**src/rtl/mmio_uart_tx_if.sv**
```systemverilog
// ----------------------------------------------------------------------------
// mmio_uart_tx_if
// Word-addressed MMIO store/read bundle between the CPU core and the UART
// transmitter.
//   i_mmio_addr  30  word address from core
//   i_mmio_data  32  store data from core
//   i_mmio_mask   4  byte-lane enables
//   i_mmio_wren   1  store strobe, one cycle per store
//   o_mmio_data  32  read data back to core (combinational on address)
// master = core side, slave = UART side.
// ----------------------------------------------------------------------------
interface mmio_uart_tx_if;
   logic [29:0] i_mmio_addr;
   logic [31:0] i_mmio_data;
   logic [3:0]  i_mmio_mask;
   logic        i_mmio_wren;
   logic [31:0] o_mmio_data;

   modport master (
      output i_mmio_addr, i_mmio_data, i_mmio_mask, i_mmio_wren,
      input  o_mmio_data
   );

   modport slave (
      input  i_mmio_addr, i_mmio_data, i_mmio_mask, i_mmio_wren,
      output o_mmio_data
   );
endinterface

```
**src/rtl/mmio_uart_tx.sv**
```systemverilog
// ----------------------------------------------------------------------------
// mmio_uart_tx
// MMIO-mapped UART transmitter. Bytes written to TXDATA are buffered in a
// FIFO and serialised LSB first on o_tx at a programmable baud divisor.
// Register map (word offsets from BASE_ADDR):
//   +0 TXDATA  (W)  mask[0] pushes data[7:0]; reads 0
//   +1 STATUS  (RW) [15:8] level, [4] parity mode (option), [3] overflow,
//                   [2] busy, [1] full, [0] empty; write data[3]=1 clears overflow
//   +2 DIVISOR (RW) [15:0], byte lanes per mask[1:0]
// Ports:
//   clk, rst  clock and synchronous active-high reset
//   mmio      slave side of the MMIO bus bundle
//   o_tx      serial output, idle high
//   o_irq     high while the FIFO is empty and the transmitter is idle
// Optional feature: define MMIO_UART_TX_PARITY_EN for 8E1/8O1 frames.
// ----------------------------------------------------------------------------
module mmio_uart_tx #(
   parameter logic [29:0] BASE_ADDR  = 30'h0000_0400,
   parameter int          FIFO_DEPTH = 16,
   parameter logic [15:0] DIV_RESET  = 16'd434
) (
   input  logic            clk,
   input  logic            rst,
   mmio_uart_tx_if.slave   mmio,
   output logic            o_tx,
   output logic            o_irq
);
   localparam int PTR_W = $clog2(FIFO_DEPTH);
   localparam int LVL_W = PTR_W + 1;

   typedef enum logic [2:0] {
      IDLE   = 3'd0,
      START  = 3'd1,
      DATA   = 3'd2,
`ifdef MMIO_UART_TX_PARITY_EN
      PARITY = 3'd4,
`endif
      STOP   = 3'd3
   } state_t;

   state_t             state_reg, state_next;
   logic [7:0]         fifo_mem [FIFO_DEPTH];
   logic [PTR_W-1:0]   wr_ptr_reg, rd_ptr_reg;
   logic [LVL_W-1:0]   level_reg;
   logic               overflow_reg;
   logic [15:0]        divisor_reg, div_lat_reg, cnt_reg;
   logic [7:0]         shift_reg;
   logic [2:0]         bit_idx_reg;
   logic               tx_reg, tx_next, irq_reg, busy;
`ifdef MMIO_UART_TX_PARITY_EN
   logic               parity_mode_reg, parity_bit_reg;
`endif

   // Address decode and write strobes
   logic sel_tx, sel_st, sel_div, push_req, push, pop, fifo_full, fifo_empty;
   logic baud_tick, st_wr, div_wr;
   assign sel_tx     = (mmio.i_mmio_addr == BASE_ADDR);
   assign sel_st     = (mmio.i_mmio_addr == BASE_ADDR + 30'd1);
   assign sel_div    = (mmio.i_mmio_addr == BASE_ADDR + 30'd2);
   assign st_wr      = mmio.i_mmio_wren && sel_st && mmio.i_mmio_mask[0];
   assign div_wr     = mmio.i_mmio_wren && sel_div;
   assign fifo_full  = (level_reg == LVL_W'(FIFO_DEPTH));
   assign fifo_empty = (level_reg == '0);
   assign push_req   = mmio.i_mmio_wren && sel_tx && mmio.i_mmio_mask[0];
   // Full is judged on the registered level, so a same-cycle pop never
   // makes room for a push.
   assign push       = push_req && !fifo_full;
   assign pop        = (state_reg == IDLE) && !fifo_empty;
   assign baud_tick  = (cnt_reg == div_lat_reg - 16'd1);

   logic unused_bits;
   assign unused_bits = ^{mmio.i_mmio_data[31:16], mmio.i_mmio_mask[3:2]};

   // FIFO storage: no reset so it maps onto plain RAM
   always_ff @(posedge clk) begin
      if (push)
         fifo_mem[wr_ptr_reg] <= mmio.i_mmio_data[7:0];
   end

   // State register and datapath
   always_ff @(posedge clk) begin
      if (rst) begin
         state_reg    <= IDLE;
         wr_ptr_reg   <= '0;
         rd_ptr_reg   <= '0;
         level_reg    <= '0;
         overflow_reg <= 1'b0;
         divisor_reg  <= DIV_RESET;
         div_lat_reg  <= 16'd1;
         cnt_reg      <= '0;
         shift_reg    <= '0;
         bit_idx_reg  <= '0;
         tx_reg       <= 1'b1;
         irq_reg      <= 1'b1;
`ifdef MMIO_UART_TX_PARITY_EN
         parity_mode_reg <= 1'b0;
         parity_bit_reg  <= 1'b0;
`endif
      end else begin
         state_reg <= state_next;
         if (push) wr_ptr_reg <= wr_ptr_reg + PTR_W'(1);
         if (pop)  rd_ptr_reg <= rd_ptr_reg + PTR_W'(1);
         case ({push, pop})
            2'b10:   level_reg <= level_reg + LVL_W'(1);
            2'b01:   level_reg <= level_reg - LVL_W'(1);
            default: level_reg <= level_reg;
         endcase

         if (push_req && fifo_full)
            overflow_reg <= 1'b1;
         else if (st_wr && mmio.i_mmio_data[3])
            overflow_reg <= 1'b0;
`ifdef MMIO_UART_TX_PARITY_EN
         if (st_wr) parity_mode_reg <= mmio.i_mmio_data[4];
`endif
         if (div_wr && mmio.i_mmio_mask[0]) divisor_reg[7:0]  <= mmio.i_mmio_data[7:0];
         if (div_wr && mmio.i_mmio_mask[1]) divisor_reg[15:8] <= mmio.i_mmio_data[15:8];

         // Frame start: the divisor is frozen here so mid-frame writes only
         // affect the next frame; 0 is promoted to 1 clk/bit.
         if (pop) begin
            shift_reg   <= fifo_mem[rd_ptr_reg];
            bit_idx_reg <= '0;
            div_lat_reg <= (divisor_reg == 16'd0) ? 16'd1 : divisor_reg;
`ifdef MMIO_UART_TX_PARITY_EN
            parity_bit_reg <= (^fifo_mem[rd_ptr_reg]) ^ parity_mode_reg;
`endif
         end

         if (state_reg == IDLE || baud_tick)
            cnt_reg <= '0;
         else
            cnt_reg <= cnt_reg + 16'd1;

         if (state_reg == DATA && baud_tick) begin
            shift_reg   <= shift_reg >> 1;
            bit_idx_reg <= bit_idx_reg + 3'd1;
         end

         tx_reg  <= tx_next;
         irq_reg <= fifo_empty && (state_reg == IDLE);
      end
   end

   // Next-state logic
   always_comb begin
      state_next = state_reg;
      case (state_reg)
         IDLE:  if (!fifo_empty) state_next = START;
         START: if (baud_tick) state_next = DATA;
         DATA:  if (baud_tick && bit_idx_reg == 3'd7)
`ifdef MMIO_UART_TX_PARITY_EN
                   state_next = PARITY;
         PARITY: if (baud_tick) state_next = STOP;
`else
                   state_next = STOP;
`endif
         STOP:  if (baud_tick) state_next = IDLE;
         default: state_next = IDLE;
      endcase
   end

   // Output logic; the line level is registered so o_tx is glitch-free
   always_comb begin
      tx_next = 1'b1;
      busy    = (state_reg != IDLE);
      case (state_reg)
         START:  tx_next = 1'b0;
         DATA:   tx_next = shift_reg[0];
`ifdef MMIO_UART_TX_PARITY_EN
         PARITY: tx_next = parity_bit_reg;
`endif
         default: tx_next = 1'b1;
      endcase
   end

   // Register read mux, combinational on the address
   always_comb begin
      mmio.o_mmio_data = 32'h0;
      if (sel_st) begin
         mmio.o_mmio_data[15:8] = 8'(level_reg);
         mmio.o_mmio_data[3]    = overflow_reg;
         mmio.o_mmio_data[2]    = busy;
         mmio.o_mmio_data[1]    = fifo_full;
         mmio.o_mmio_data[0]    = fifo_empty;
`ifdef MMIO_UART_TX_PARITY_EN
         mmio.o_mmio_data[4]    = parity_mode_reg;
`endif
      end else if (sel_div) begin
         mmio.o_mmio_data[15:0] = divisor_reg;
      end
   end

   assign o_tx  = tx_reg;
   assign o_irq = irq_reg;
endmodule

```
**src/flat_wrapper.sv**
```systemverilog
// flat-port wrapper written by rule: the top's interface ports become plain ports
module mmio_uart_tx_flat 
#(
   parameter logic [29:0] BASE_ADDR  = 30'h0000_0400,
   parameter int          FIFO_DEPTH = 16,
   parameter logic [15:0] DIV_RESET  = 16'd434
)
  (clk, rst, o_tx, o_irq, mmio_i_mmio_addr, mmio_i_mmio_data, mmio_i_mmio_mask, mmio_i_mmio_wren, mmio_o_mmio_data);
  mmio_uart_tx_if mmio_i ();
  input  logic clk;
  input  logic rst;
  output logic o_tx;
  output logic o_irq;
  input wire logic [$bits(mmio_i.i_mmio_addr)-1:0] mmio_i_mmio_addr;
  input wire logic [$bits(mmio_i.i_mmio_data)-1:0] mmio_i_mmio_data;
  input wire logic [$bits(mmio_i.i_mmio_mask)-1:0] mmio_i_mmio_mask;
  input wire logic [$bits(mmio_i.i_mmio_wren)-1:0] mmio_i_mmio_wren;
  output wire logic [$bits(mmio_i.o_mmio_data)-1:0] mmio_o_mmio_data;
  assign mmio_i.i_mmio_addr = mmio_i_mmio_addr;
  assign mmio_i.i_mmio_data = mmio_i_mmio_data;
  assign mmio_i.i_mmio_mask = mmio_i_mmio_mask;
  assign mmio_i.i_mmio_wren = mmio_i_mmio_wren;
  assign mmio_o_mmio_data = mmio_i.o_mmio_data;
  mmio_uart_tx #(.BASE_ADDR(BASE_ADDR), .FIFO_DEPTH(FIFO_DEPTH), .DIV_RESET(DIV_RESET)) u_core (.clk(clk), .rst(rst), .mmio(mmio_i), .o_tx(o_tx), .o_irq(o_irq));
endmodule
```
**config.mk**
```make
export PLATFORM = sky130hd
export DESIGN_NAME = mmio_uart_tx_flat
export DESIGN_NICKNAME = d
export VERILOG_FILES = /design/src/rtl/mmio_uart_tx_if.sv /design/src/rtl/mmio_uart_tx.sv /design/src/flat_wrapper.sv
export SDC_FILE = /design/constraint.sdc
export NUM_CORES = 1
export LEC_CHECK = 0
export BUFFER_PORTS_ARGS = -buffer_cell sky130_fd_sc_hd__buf_2
export CAP_MARGIN = 20
export CORE_MARGIN = 2
export CORE_UTILIZATION = 59
export DETAILED_ROUTE_END_ITERATION = 8
export PLACE_DENSITY = 0.79
export SLEW_MARGIN = 20
export SYNTH_ARGS = -nofsm -noshare
export SYNTH_HDL_FRONTEND = slang
export SYNTH_SLANG_ARGS = --single-unit
export TNS_END_PERCENT = 100
```
**constraint.sdc**
```tcl
create_clock -name clk -period 3.85 [get_ports clk]
set_clock_uncertainty 0.1 [all_clocks]
set_input_delay 0.1925 -clock clk [delete_from_list [all_inputs] [get_ports clk]]
set_output_delay 0.1925 -clock clk [all_outputs]
set_load 0.01 [all_outputs]
```
[Word level (Yosys, flattened, before mapping)]
Memories as Yosys holds them, arrays and structs flattened. A register that Yosys moved wholly into a read port is not among the register bits.
Index checks and enable logic that the tools add are counted.
Word-level totals
  register bits: 78
  bits in latches: 0
  RAM bits: 128
  memory bits (read-only): 0
  input bits: 69
  output and inout port bits: 34
  logic and storage cells: 86
  memories: 1
Operators by class
  add/sub/neg operators: 7
  multiply operators: 0
  div/mod/pow operators: 0
  magnitude comparators: 0
  eq/ne operators: 15
  shift operators: 0
  muxes and demuxes: 22
  bitwise logic cells: 0
  reduce and logical (&&, ||, !) cells: 27
Memory list
  u_core.fifo_mem: words 16, bits a word 8, read ports 1, clocked after Yosys merged registers in 1, write ports 1, line mmio_uart_tx.sv:42  | logic [7:0] fifo_mem [FIFO_DEPTH];
Operators with widths (number)
  equality test 30 x 11 -> 1 bit (second input constant): 3
  2-to-1 mux 16 bit: 2
  2-to-1 mux 3 bit: 6
  adder 16 x 1 -> 16 bit (second input constant): 1
  equality test 16 bit: 1
  zero test 16 bit: 1
  2-to-1 mux 4 bit: 4
  subtractor 16 x 1 -> 16 bit (second input constant): 1
  logical AND 1 bit: 14
  2-to-1 mux 7 bit: 2
  one-hot mux 3 bit (4 select lines): 1
  one-hot mux 5 bit (2 select lines): 1
  adder 4 x 1 -> 4 bit (second input constant): 2
  2-to-1 mux 8 bit: 1
  equality test 3 x 2 -> 1 bit (second input constant): 2
  nonzero test 2 bit: 3
  adder 5 x 1 -> 5 bit (second input constant): 1
  equality test 5 bit (second input constant): 1
  zero test 5 bit: 1
  subtractor 5 x 1 -> 5 bit (second input constant): 1
  2-to-1 mux 1 bit: 4
  inequality test 2 x 1 -> 1 bit (second input constant): 2
  inequality test 2 bit (second input constant): 2
  AND reduction 4 bit: 1
  11 further kinds: 13

[Longest topological paths before layout]
Gate-level depths: netlist (run 1).
  depth after elaboration: 6
  mapped depth: 16
  gate-level depth less buffers: 14

[Worst setup path before layout (run 1)]
Ideal clock, no wire load.
  path kind: reg2reg
  from: register u_core.level_reg[0]
  to: register u_core.level_reg[4]
  setup time: 0.072 ns
  data arrival time: 3.127 ns
  required time: 3.678 ns
  slack: 0.551 ns
  stages on the path, launching flop included: 17
  path buffers: 3
  period minus slack after synthesis: 3.299 ns
  cell sequence: dfxtp_1 -> nor4_1 -> nor2b_1 -> nand2b_1 -> buf_2 -> inv_1 -> clkbuf_1 -> clkbuf_1 -> ha_1 -> inv_1 -> fa_1 -> inv_1 -> a21o_1 -> a21oi_1 -> xnor2_1 -> or3_1 -> a21oi_1
Between the ends
  longest elaborated chain between the ends: 5
  elaborated cells on any way between the ends: 12
  classes of those cells: 2 x add/sub; 3 x eq/ne; 1 x mux; 6 x reduce/logical
Ends and longest elaborated chain
  start: declaration: line mmio_uart_tx.sv:44  | logic [LVL_W-1:0] level_reg;
  start signal: assignment: line mmio_uart_tx.sv:104  | 2'b10: level_reg <= level_reg + LVL_W'(1);
  start signal: assignment: line mmio_uart_tx.sv:105  | 2'b01: level_reg <= level_reg - LVL_W'(1);
  start signal: assignment: line mmio_uart_tx.sv:106  | default: level_reg <= level_reg;
  zero test 5 bit *: line mmio_uart_tx.sv:63  | assign fifo_empty = (level_reg == '0);
  zero test 1 bit *: line mmio_uart_tx.sv:68  | assign pop = (state_reg == IDLE) && !fifo_empty;
  logical AND 1 bit *: line mmio_uart_tx.sv:68
  net u_core.pop: line mmio_uart_tx.sv:55  | logic sel_tx, sel_st, sel_div, push_req, push, pop, fifo_full, fifo_empty;
  equality test 2 x 1 -> 1 bit or equality test 2 bit (tied branches): line mmio_uart_tx.sv:103  | case ({push, pop})
  one-hot mux 5 bit (2 select lines) or nonzero test 2 bit (tied branches)
Mark *: on every way through the listed nets, which the timed path passes. The rest lies on a longest branch.
A chain may end at the register's enable or synchronous reset.

[Final worst setup path (run 1)]
  from: register u_core.div_lat_reg[0]
  to: register u_core.cnt_reg[12]
Between the ends
  longest elaborated chain between the ends: 4
Ends and longest elaborated chain
  start: declaration: line mmio_uart_tx.sv:46  | logic [15:0] divisor_reg, div_lat_reg, cnt_reg;
  start signal: assignment: line mmio_uart_tx.sv:124  | div_lat_reg <= (divisor_reg == 16'd0) ? 16'd1 : divisor_reg;
  subtractor 16 x 1 -> 16 bit: line mmio_uart_tx.sv:69  | assign baud_tick = (cnt_reg == div_lat_reg - 16'd1);
  equality test 16 bit: line mmio_uart_tx.sv:69
  logical OR 1 bit: line mmio_uart_tx.sv:130  | if (state_reg == IDLE || baud_tick)
  OR reduction 2 bit (no source line)
  end signal: assignment: line mmio_uart_tx.sv:133  | cnt_reg <= cnt_reg + 16'd1;
  end: declaration: line mmio_uart_tx.sv:46
No other way between the ends.

==> results, run 1 <==
- A synthesized cell averages about 13 µm².
- Of the total power, the share spent switching nets is 0.203.
- The category of the critical setup timing path is flip-flop to flip-flop.
- The congestion estimate from routability-driven global placement came to between 0.8 and 0.9.
- The area enclosed by the die boundary is 16900 µm².
- The slack of the worst reg-to-reg path is 0.59 ns.
- The count of cell types in the netlist is about 60.
- The most common flop cell mapped by yosys is sky130_fd_sc_hd__edfxtp_1.
- The global-route total usage across every layer is 0.251.
- Data arrives at the worst endpoint at 3.53 ns.
- The via count is 6149.
- Port buffering added 68 buffers.
- The synthesized design contains 128 enable-type register cells.
- Across the VDD grid, the largest voltage drop is 0.547 mV.
- The element type at the critical path start is a flip-flop.
- CTS saw 209 sinks.
- The number of synthesized register bits is 209.
- After synthesis, the share of flip-flops with an asynchronous set or reset is 0.
- The class of the worst hold path is primary input to flip-flop.
- In this run the critical register-to-register path is captured at u_core.cnt_reg[12].
- The total number of yosys warnings is 0.
- The clock-pin slew of the registers on the worst-case setup and hold paths is 0.06 ns.
- The post-cts sizing count is 0.
- The sequential power share is 0.516.
- The largest register by flop count is u_core.fifo_mem.
- The power density of the placed cells is ~430 nW/µm².
- The number of DRC violations after detailed routing is 0.
- The multi-input combinational cells in the finished layout cover a total of 3540 µm².
- The capturing element type of the critical path is a flip-flop.
- The count of endpoints failing setup in the final report is 0.
- After legalization and detailed placement, the total HPWL measured 13.4 mm.
- The top fanout value on the critical path is 16.
- Buffers added to address setup during post-CTS repair amount to 0.
- The number of global-route vias before repair was 6089.
- The capture endpoint of the worst hold path is u_core.fifo_mem[7][3].
- Max-cap violations in this run came to 0.
- The effective utilization at floorplan is 0.596.
- The actual transition at the worst max-transition pin is 0.876 ns.
- 0 antenna diodes ended up in the layout.
- TritonCTS built the clock tree.
- The floorplan step set the die height to roughly 130 µm.
- After detailed routing, the total wire length is 20.5 mm.
- The number of placement rows is 46.
- The placed instance area is 9840 µm².
- The root buffer cell is sky130_fd_sc_hd__clkbuf_16.
- Counting the fill cells in the layout gives approximately 1000.
- The total negative setup slack is 0 ns.
- Setup repair after global routing left no endpoint under its margin.
- The initial antenna violation count came to 0.
- The register with the most flip-flops in the layout has 128 of them.
- The area taken by flip-flops and latches is 5470 µm².
- The proportion of synthesized chip area in sequential cells is 0.584.
- After routing the design area is 10700 µm².
- The switching power is 0.000935 W.
- For this design the static power due to leakage is 3.68 nW.
- The number of max-slew violations in the final report is 0.
- In the final routed layout, each cell accounts on average for 19.8 µm.
- The cell count after synthesis is 726.
- The final hold violation count is 0.
- The synthesized cell area is 9360 µm².
- Of the cells placed in the final design, the portion with a size suffix greater than 1 is 0.212.
- The endpoint required time on the critical path is 4.12 ns.
- The deepest clock path buffer count is 3.
- 103 I/O pins were placed.
- At the later pin of the worst-skew pair, clock insertion delay measures 0.52 ns.
- In this run the critical register-to-register path is launched from u_core.div_lat_reg[0].
- The cell internal power dissipation is 0.00366 W.
- The net total in the final layout is 895.
- The number of buffers inserted for hold repair after clock tree synthesis is 17.
- The depth of the worst register-to-register path is 9.
- The final clock period utilization by the worst path is 0.846.
- The maximum number of pins on one net before global-route repair is 65.
- The total grt overflow is 0.
- The floorplan step defined a core boundary enclosing 15700 µm².
- Counting instances, the worst hold path has a depth of 1.
- The number of antenna-violating nets in the routed design is 0.
- The number of CTS-inserted buffers is 22.
- The area growth from synthesis to layout is 14.8%.
- Measured against its own limit, the worst slew margin works out to 0.414.
- The flow ran to the end, and the final reports show no timing, DRC or antenna violations.
- The share of total power dissipated in the clock network is 0.466.
- The start point of the worst hold path is mmio_i_mmio_data[3].
- In the routed layout, each cell is associated on average with a via count of 5.91.
- The share of total power dissipated in combinational logic is 0.018.
- The first-pass GRT wire length is approximately 33 mm.
- The deepest level of the CTS H-tree is 1.
- The width of the chip is roughly 130 µm.
- The violation count after the first detailed-route iteration is 539.
- Derived from the worst setup path, the maximum achievable clock frequency is 0.307 GHz.
- For this run, the detailed router's first-pass iteration total came to 5.
- The smallest clock period supported by the final layout is computed as 3.26 ns.
[logic make-up after synthesis]
| logic type | after synthesis | share of synthesized area |
|---|---|---|
| and+or+nand+nor | 225 | 0.122 |
| buffers and inverters | 84 | 0.0444 |
| other | 1 | 0.000401 |
| muxes | 56 | 0.113 |
| xor gates and xnor gates | 42 | 0.0393 |
| DFF | 209 | 0.584 |
| AOI/OAI and AO/OA | 91 | 0.0720 |
| adders and majority gates | 18 | 0.0249 |
[cell usage in the layout, fill, tap and decap left out, types with 20 or more instances in the layout]
master,n
sky130_fd_sc_hd__dfxtp_1,80
sky130_fd_sc_hd__buf_2,67
sky130_fd_sc_hd__nand2_1,57
sky130_fd_sc_hd__inv_1,28
sky130_fd_sc_hd__edfxtp_1,128
sky130_fd_sc_hd__nor2_1,64
sky130_fd_sc_hd__mux4_2,40
sky130_fd_sc_hd__clkbuf_16,22
sky130_fd_sc_hd__xor2_1,22
sky130_fd_sc_hd__a21oi_1,30
sky130_fd_sc_hd__xnor2_1,20
[cell usage after synthesis (17+ instances only)]
library cell               instances  area, µm²
sky130_fd_sc_hd__edfxtp_1        128       3840
sky130_fd_sc_hd__xor2_1           22        193
sky130_fd_sc_hd__buf_4            18        135
sky130_fd_sc_hd__nor4_1           17        106
sky130_fd_sc_hd__nor2_1           64        240
sky130_fd_sc_hd__dfxtp_1          81       1620
sky130_fd_sc_hd__mux4_2           40        901
sky130_fd_sc_hd__xnor2_1          20        175
sky130_fd_sc_hd__inv_1            28        105
sky130_fd_sc_hd__ha_1             17        213
sky130_fd_sc_hd__nand2_1          57        214
sky130_fd_sc_hd__clkbuf_1         25       93.8
sky130_fd_sc_hd__a21oi_1          30        150
[worst max path at each step]
stage,start,endpoint,cells past startpoint
final,u_core.div_lat_reg[0],u_core.cnt_reg[12],9
after global placement,mmio_i_mmio_addr[11],u_core.level_reg[4],15
after floorplan,u_core.level_reg[0],u_core.level_reg[4],16
after CTS,u_core.div_lat_reg[0],u_core.cnt_reg[12],9
after global routing,u_core.div_lat_reg[0],u_core.cnt_reg[2],9
after detailed placement,mmio_i_mmio_addr[11],u_core.level_reg[4],15
[power groups by stage]
stage                     Combinational, W  Sequential, W  Clock [W]
final                            0.0000850        0.00237    0.00214
after global routing             0.0000927        0.00237    0.00226
after CTS                        0.0000827        0.00237    0.00217
after detailed placement         0.0000701        0.00242          0
after global placement           0.0000659        0.00242          0
after floorplan                  0.0000316        0.00242          0
[per-stage QoR]
stage	utilization	power [W]	hold WS [ns]	cells	setup slack, ns
6_report	0.684	0.00460	0.0208	1040	0.592
2_1_floorplan	-	0.00245	0.191	741	0.551
5_1_grt	0.684	0.00472	0.0122	1040	0.353
3_3_place_gp	0.626	0.00248	0.299	983	0.650
3_5_place_dp	0.626	0.00249	0.309	983	0.549
4_1_cts	0.684	0.00462	0.0138	1040	0.584
[per-layer routing]
metal  wire length [µm]  up-vias  global-route usage
li1                   -     2817                   -
met1               8430     3080               0.330
met2              10600      213               0.443
met3                994       39              0.0336
met4                493        0              0.0683
met5                  0        -                   0
[critical path, cell delays in order, from the launching register on]
cell and delay [ns]:
sky130_fd_sc_hd__dfxtp_1 0.37, sky130_fd_sc_hd__inv_1 0.08, sky130_fd_sc_hd__ha_1 0.25, sky130_fd_sc_hd__or3b_2 0.51, sky130_fd_sc_hd__or4_1 0.48, sky130_fd_sc_hd__o211ai_1 0.23, sky130_fd_sc_hd__o221ai_1 0.27, sky130_fd_sc_hd__nor4_4 0.24
sky130_fd_sc_hd__or3_1 0.49, sky130_fd_sc_hd__nor2_1 0.10
[cell type report]
type,count,share of cell area
Sequential cell,209,0.509
Multi-Input combinational cell,448,0.329
Timing Repair Buffer,99,0.0587
Clock buffer,24,0.0519
Tap cell,216,0.0251
Clock inverter,16,0.0168
Inverter,28,0.00978
No activity file was read; power rests on OpenSTA's default activity.
==> inputs of run 2 (changes only) <==
Clock period 3.85 ns to 3 ns, I/O delays scaled along.
==> run 2 against run 1 <==
Net effect: die area unchanged; register-to-register slack worse by 0.58 ns; final cell count up 3.3%; critical path type unchanged; critical endpoint is now u_core.shift_reg[6]; largest power group unchanged.
==> results, run 2 (synthesized netlist as in run 1, its figures left out) <==
- The run finished with clean final reports.
- The effective utilization at floorplan is 0.596 (unchanged).
- The vertical die dimension was 130 µm (unchanged).
- The root buffer cell is sky130_fd_sc_hd__clkbuf_16.
- The final hold slack is 0.145 ns (+0.124 ns).
- The number of DRC violations after detailed routing came to 0 (unchanged).
- The placed instance area was 10100 µm² (+2.5%).
- The category of cells accounting for the largest share of critical-path delay is simple AND/OR/NAND/NOR gates.
- The detailed-route wire length is 21.8 mm (+6.2%).
- The share of layout cells above drive strength 1 is 0.267 (+0.0545).
- The global-route total usage across every layer came to 0.264 (+0.0128).
- The combined buffer and inverter count along the critical path is 3 (+2).
- The most common library cell in the layout ignoring fill and taps is sky130_fd_sc_hd__edfxtp_1.
- The flip-flop count of the largest register after layout is 128 (unchanged).
- STA classifies the critical path endpoint as a flip-flop.
- The top fanout value on the critical path is 7 (-9).
- The clock-pin slew of the registers on the worst-case setup and hold paths is 0.06 ns (about the same).
- The total grt overflow was 0 (unchanged).
- The critical-path cell with the highest stage delay is sky130_fd_sc_hd__or4_1.
- The routed length per instance is 20.3 µm (+2.9%).
- The initial antenna violation count is 0 (unchanged).
- The element type at the critical path start is a flip-flop.
- The first-pass GRT wire length is 34.1 mm (+4.4%).
- The post-route standard cell area excluding fillers is 11100 µm² (+3.2%).
- The final clock period utilization by the worst path is 0.996 (+0.150).
- The critical path in this run is classified as flip-flop to flip-flop.
- The footprint of the multi-input gates came to 3640 µm² (+2.9%).
- The worst hold path cell count is 6 (+5).
- The count of endpoints failing setup in the final report was 0 (unchanged).
- The area enclosed by the die boundary is 16900 µm² (unchanged).
- The clock period minus worst slack is 2.99 ns (-0.270 ns).
- The top-level I/O count is 103 (unchanged).
- The number of CTS-inserted buffers was 22 (unchanged).
- The net total in the final layout is 930 (+3.9%).
- In the layout the commonest cells are sky130_fd_sc_hd__edfxtp_1 (128), sky130_fd_sc_hd__dfxtp_1 (79), sky130_fd_sc_hd__buf_2 (69).
- The actual transition at the worst max-transition pin is 0.607 ns (-0.268 ns).
- The area growth from synthesis to layout is 18.5%.
- The depth of the worst register-to-register path is 11 (+2).
- The final hold violation count is 0 (unchanged).
- The class of the worst hold path is primary input to flip-flop.
- The deepest clock path buffer count came to 3 (unchanged).
- TritonCTS built the clock tree.
- Walking the worst path, the cells encountered are inv_2 -> ha_4 -> or3b_4 -> or4_1 -> o211ai_1 -> o221ai_2 -> nor4_4 -> buf_4 -> buf_6 -> a221oi_2 -> a211oi_1.
- The relative slew slack is 0.595 (+0.181).
- The filler cell count in the final layout is 1026 (-2.2%).
- The deepest level of the CTS H-tree is 1 (unchanged).
- The switching portion of total power is 0.203 (-0.000984).
- The weighted congestion reported at the end of routability-driven placement came to 0.986 (+13%).
- The cell count after placement is 1010 (+2.7%).
- The worst stage delay on the critical path is 0.52 ns (about the same).
- The insertion delay of the later-clocked pin in the worst-skew pair is 0.52 ns (about the same).
- The standby leakage power was 3.90 nW (+5.7%).
- The total of buffers placed on input and output ports is 68 (unchanged).
- The number of antenna-violating nets in the routed design is 0 (unchanged).
- The number of standard cells in the layout, taps in and fillers out is 1074 (+3.3%).
- The endpoint required time on the critical path is 3.30 ns (-0.82 ns).
- The largest register by flop count is u_core.fifo_mem.
- The upper clock frequency limit is 0.335 GHz (+9.0%).
- The total power is 0.00580 W (+26%).
- The proportion of power drawn by combinational gates came to 0.019 (about the same).
- The per-cell via count in the routed design came to 5.85 (-0.99%).
- The violation count after the first detailed-route iteration is 587 (+8.9%).
- The max-capacitance violation count is 0 (unchanged).
- The via count is 6287 (+2.2%).
- The clock sink count was 209 (unchanged).
- The sequential power share was 0.525 (+0.009).
- Setup repair after global routing could not meet its margin everywhere.
- The number of diodes is 0 (unchanged).
- The switching power is 0.00117 W (+26%).
- The arrival time reported for the critical path endpoint is 3.29 ns (-0.24 ns).
- The HPWL after detailed placement is 14.3 mm (+6.4%).
- The width of the chip is 130 µm (unchanged).
- The core area is 15700 µm² (unchanged).
- The number of global-route vias before repair is 6247 (+2.6%).
- The number of detailed-route iterations in the first pass was 5 (unchanged).
- The critical path depth is 11 (+2).
- The number of placement rows is 46 (unchanged).
- The maximum number of pins on one net before global-route repair is 44 (-32%).
- The number of max-slew violations in the final report is 0 (unchanged).
- The cell internal power dissipation came to 0.00462 W (+26%).
- The fraction of power consumed by the clock network is 0.456 (-0.010).
- The power density of the placed cells came to 522 nW/µm² (+22%).
- The slack of the worst reg-to-reg path was 0.01 ns (-0.58 ns).
- The maximum resistive drop on vdd is 0.598 mV (+9.3%).
- The area taken by flip-flops and latches is 5470 µm² (about the same).
## run 2: cell types whose count changed in the layout (fill, tap and decap cells not counted), moves of 3 or more
cell                       before  now
sky130_fd_sc_hd__a221oi_1       8    5
sky130_fd_sc_hd__a221oi_2       0    3
sky130_fd_sc_hd__buf_4         14   44
sky130_fd_sc_hd__ha_1          17   14
sky130_fd_sc_hd__inv_1         28   25
sky130_fd_sc_hd__inv_2          0    3
sky130_fd_sc_hd__nor4_1        17   14
## run 2: worst reg2reg max path, stage by stage, from the launching register on
cell and delay, ns:
sky130_fd_sc_hd__dfxtp_4 0.36, sky130_fd_sc_hd__inv_2 0.06, sky130_fd_sc_hd__ha_4 0.12, sky130_fd_sc_hd__or3b_4 0.38, sky130_fd_sc_hd__or4_1 0.52, sky130_fd_sc_hd__o211ai_1 0.27
sky130_fd_sc_hd__o221ai_2 0.19, sky130_fd_sc_hd__nor4_4 0.32, sky130_fd_sc_hd__buf_4 0.18, sky130_fd_sc_hd__buf_6 0.13, sky130_fd_sc_hd__a221oi_2 0.06, sky130_fd_sc_hd__a211oi_1 0.21
## run 2: routing by layer
layer  wire length [µm]  global-route usage
met3               1020              0.0410
met1               8410               0.322
met2              11700               0.479
met4                678              0.0898
met5                  0                   0
## run 2: what timing repair did
action                     in CTS  in global routing
hold endpoints to repair      147                  0
setup endpoints to repair       7                 29
setup buffers                   0                  5
resized for setup               1                 19
gates cloned                    0                  2
hold buffers                   18                  0
pin swaps                       0                 15
## run 2: path summary, 6_finish.rpt
check	start	to
worst min-delay path	mmio_i_mmio_addr[1]	u_core.overflow_reg
worst max-delay path	u_core.div_lat_reg[1]	u_core.shift_reg[6]
worst min register to register	u_core.shift_reg[1]	u_core.shift_reg[0]
worst max register to register	u_core.div_lat_reg[1]	u_core.shift_reg[6]
## run 2: metrics by stage
| stage | TNS, ns | setup slack, ns | utilization |
|---|---|---|---|
| 6_report | 0 | 0.0119 | 0.706 |
| 5_1_grt | -1.03 | -0.0951 | 0.706 |
| 2_1_floorplan | 0 | 0.0312 | - |
| 4_1_cts | 0 | 0.00813 | 0.699 |
| 3_5_place_dp | -0.151 | -0.102 | 0.642 |
| 3_3_place_gp | 0 | 0.0860 | 0.642 |
## run 2: power by group through the flow
stage                     Combinational, W  Sequential, W  Clock (W)
after floorplan                  0.0000406        0.00310          0
after detailed placement         0.0000888        0.00310          0
after global routing              0.000119        0.00304    0.00280
final                             0.000111        0.00304    0.00265
after CTS                         0.000108        0.00304    0.00268
after global placement           0.0000840        0.00310          0
## run 2: layout make-up
class	instances	area share
inverter	28	0.00947
clock inverter	12	0.00913
multi-input combinational	448	0.328
timing repair buffer	134	0.0810
sequential	209	0.493
clock buffer	27	0.0550
tap	216	0.0244
==> inputs of run 3 (changes only) <==
--- a/config.mk
+++ b/config.mk
@@ -9,7 +9,8 @@
 export CAP_MARGIN = 20
 export CORE_MARGIN = 2
-export CORE_UTILIZATION = 59
+export CORE_UTILIZATION = 53
 export DETAILED_ROUTE_END_ITERATION = 8
-export PLACE_DENSITY = 0.79
+export PLACE_DENSITY = 0.75
+export SETUP_SLACK_MARGIN = 0.15
 export SLEW_MARGIN = 20
 export SYNTH_ARGS = -nofsm -noshare
==> constraint.sdc (replaced) <==
create_clock -name clk -period 2.5 [get_ports clk]
set_clock_uncertainty 0.1 [all_clocks]
set_input_delay 0.5 -clock clk [delete_from_list [all_inputs] [get_ports clk]]
set_output_delay 0.5 -clock clk [all_outputs]
set_load 0.01 [all_outputs]
==> run 3 against run 2 <==
Net effect: fmax up 2.1%; first-iteration DRC count down 29%; non-clock buffer count up 34; sequential power up 20%; die area up 11%; largest cell class unchanged; design area up 9.4%; final cell count up 4.1%; sequential share of layout area down 4.2 points; the run now ends with setup timing left; largest power group unchanged.
==> results, run 3 (synthesized netlist as in run 1, its figures left out) <==
- The number of buffers inserted for hold repair after clock tree synthesis is 0 (-18).
- The per-cell via count in the routed design is 5.74 (-1.9%).
- After detailed routing, no signal wire sits above met4.
- The effective utilization at floorplan came to 0.541 (-0.0546).
- The routed length on met1 is 8.91 mm (+6.0%).
- The number of placement rows is 48 (+4.3%).
- The standby leakage power is 4.32 nW (+11%).
- The deepest clock path buffer count is 3 (unchanged).
- The total of buffers placed on input and output ports is 68 (unchanged).
- The switching power is 0.00141 W (+20%).
- The insertion delay of the later-clocked pin in the worst-skew pair is 0.52 ns (about the same).
- The worst register-to-register path begins at u_core.div_lat_reg[0].
- The clock-pin slew of the registers on the worst-case setup and hold paths is 0.06 ns (about the same).
- The vertical die dimension was 137 µm (+5.3%).
- The final critical-path setup slack was -0.427 ns (-0.439 ns).
- The flip-flop count of the largest register after layout is 128 (unchanged).
- The power density of the placed cells came to 588 nW/µm² (+13%).
- The top-level I/O count is 103 (unchanged).
- The routed length per instance is 19.7 µm (-3.2%).
- In the layout the commonest cells are sky130_fd_sc_hd__edfxtp_1 (128), sky130_fd_sc_hd__dfxtp_1 (76), sky130_fd_sc_hd__buf_4 (65).
- The number of DRC violations after detailed routing is 0 (unchanged).
- The total negative setup slack is -14.53 ns (-14.53 ns).
- The deepest level of the CTS H-tree was 1 (unchanged).
- The total grt overflow is 0 (unchanged).
- Setup repair after global routing could not meet its margin everywhere.
- The clock period minus worst slack is 2.93 ns (-0.0609 ns).
- The final core utilization is 0.702 (-0.00412).
- The capture endpoint of the worst hold path is u_core.divisor_reg[8].
- The detailed route wirelength on metal2 was 11.5 mm (-1.6%).
- The flow ran to the end, but the final reports show violations.
- The violation count after the first detailed-route iteration is 418 (-29%).
- The HPWL after detailed placement is 14.6 mm (+2.2%).
- The capturing element type of the critical path is a flip-flop.
- The net total in the final layout is 964 (+3.7%).
- The first-pass GRT wire length came to 34.0 mm (-0.30%).
- The actual transition at the worst max-transition pin is 0.606 ns (-0.00152 ns).
- The top fanout value on the critical path is 4 (-3).
- The worst register-to-register path ends at u_core.state_reg[0].
- The number of standard cells in the layout, taps in and fillers out is 1118 (+4.1%).
- The clock sink count is 209 (unchanged).
- The max-capacitance violation count came to 0 (unchanged).
- The switching portion of total power is 0.197 (-0.00531).
- In this run the most critical hold path is launched from mmio_i_mmio_data[8].
- The area enclosed by the die boundary was 18700 µm² (+11%).
- The global-route total usage across every layer is 0.238 (-0.0260).
- The relative slew slack is 0.595 (about the same).
- The initial antenna violation count came to 0 (unchanged).
- The number of diodes came to 0 (unchanged).
- The proportion of power drawn by combinational gates is 0.020 (about the same).
- The worst hold path cell count was 2 (-4).
- The class of the worst hold path is primary input to flip-flop.
- The count of endpoints failing setup in the final report came to 47 (+47).
- The weighted congestion reported at the end of routability-driven placement came to 0.854 (-13%).
- The post-route standard cell area excluding fillers came to 12100 µm² (+9.4%).
- The detailed-route wire length was 22.0 mm (+0.77%).
- The width of the chip was 137 µm (+5.3%).
- The most common library cell in the layout ignoring fill and taps is sky130_fd_sc_hd__edfxtp_1.
- The final clock period utilization by the worst path is 1.17 (+0.175).
- The endpoint required time on the critical path is 2.79 ns (-0.51 ns).
- The checks that failed: setup timing.
- The sequential power share came to 0.511 (-0.014).
- The final hold violation count was 0 (unchanged).
- The critical path in this run is classified as flip-flop to flip-flop.
- Counting flops per register, the top entry is u_core.fifo_mem.
- The cell count after placement is 1057 (+4.7%).
- The TritonCTS clock tree is yes.
- The number of global-route vias before repair was 6434 (+3.0%).
- The core area is 17300 µm² (+10%).
- The upper clock frequency limit was 0.342 GHz (+2.1%).
- The placed instance area is 10800 µm² (+7.0%).
- The fraction of power consumed by the clock network was 0.469 (+0.013).
- The number of antenna-violating nets in the routed design is 0 (unchanged).
- The cell sitting at the root of the clock tree is a sky130_fd_sc_hd__clkbuf_16.
- The maximum number of pins on one net before global-route repair came to 50 (+14%).
- The cell internal power dissipation was 0.00573 W (+24%).
- The number of CTS-inserted buffers came to 22 (unchanged).
- The element type at the critical path start is a flip-flop.
- The via count is 6417 (+2.1%).
- The wire length on met3 is 928 µm (-8.8%).
- The number of max-slew violations in the final report is 0 (unchanged).
- The depth of the worst register-to-register path is 9 (-2).
- The arrival time reported for the critical path endpoint is 3.22 ns (-0.07 ns).
- The total power is 0.00714 W (+23%).
- The share of layout cells above drive strength 1 is 0.374 (+0.107).
- The area growth from synthesis to layout is 29.7%.
- The number of detailed-route iterations in the first pass is 4 (-1).
- The maximum resistive drop on vdd came to 1.02 mV (+70%).
- The slack of the worst reg-to-reg path is -0.43 ns (-0.44 ns).
-- run 3: cell types whose count changed in the layout (fill, tap and decap cells not counted), sizes merged --
cell	before	now
clkinv	10	8
clkinvlp	0	1
bufinv	1	3
buf	116	168
dlygate4sd3	18	0
-- run 3: area by class of cell --
cell class	instances	area [µm²]
sequential	209	5470
timing repair buffer	168	1480
fill	1143	5150
clock buffer	27	601
clock inverter	13	165
multi-input combinational	448	4030
tap	225	282
inverter	28	110
-- run 3: worst max-delay path by stage --
stage                                from               endpoint  slack (ns)  depth (start not counted)
floorplan             mmio_i_mmio_addr[4]    u_core.level_reg[4]       -0.51                         15
global placement      mmio_i_mmio_addr[4]    u_core.level_reg[4]       -0.53                         15
detailed placement    mmio_i_mmio_addr[4]    u_core.level_reg[4]       -0.61                         15
CTS                 u_core.div_lat_reg[1]    u_core.shift_reg[2]       -0.38                         10
global route        u_core.div_lat_reg[0]  u_core.bit_idx_reg[0]       -0.50                         10
finish              u_core.div_lat_reg[0]    u_core.state_reg[0]       -0.43                          9
-- run 3: what timing repair did --
action,CTS,global route
hold endpoints to repair,0,0
setup buffers,7,10
endpoints found under the setup margin,48,187
gates cloned,3,1
gates resized for setup,42,45
pin swaps,16,26
-- run 3: metrics by stage --
step | setup slack (ns) | hold WS, ns
after floorplan | -0.510 | 0.334
final | -0.427 | 0.104
after global routing | -0.501 | 0.106
after CTS | -0.380 | 0.0914
after detailed placement | -0.610 | 0.357
after global placement | -0.529 | 0.342
-- run 3: worst max-delay path, stage by stage, from the launching register on --
cell and delay [ns]:
sky130_fd_sc_hd__dfxtp_2 0.34, sky130_fd_sc_hd__or4_4 0.54, sky130_fd_sc_hd__buf_6 0.14, sky130_fd_sc_hd__or4_4 0.44
sky130_fd_sc_hd__a221oi_4 0.30, sky130_fd_sc_hd__nor2_4 0.07, sky130_fd_sc_hd__buf_4 0.16, sky130_fd_sc_hd__o41ai_4 0.43
sky130_fd_sc_hd__nand3b_1 0.14, sky130_fd_sc_hd__and3_1 0.16
-- run 3: power by group through the flow --
stage                     clock (W)  combinational, W  sequential (W)
final                       0.00335          0.000142         0.00365
after global routing        0.00354          0.000153         0.00365
after CTS                   0.00341          0.000131         0.00365
after detailed placement          0          0.000121         0.00372
after global placement            0          0.000113         0.00372
after floorplan                   0         0.0000516         0.00373
-- run 3: metal layers --
metal / track usage / up-vias
met2: 0.425 / 200
met3: 0.0333 / 49
met4: 0.0676 / 0
met1: 0.303 / 3214
li1: - / 2954
met5: 0 / -
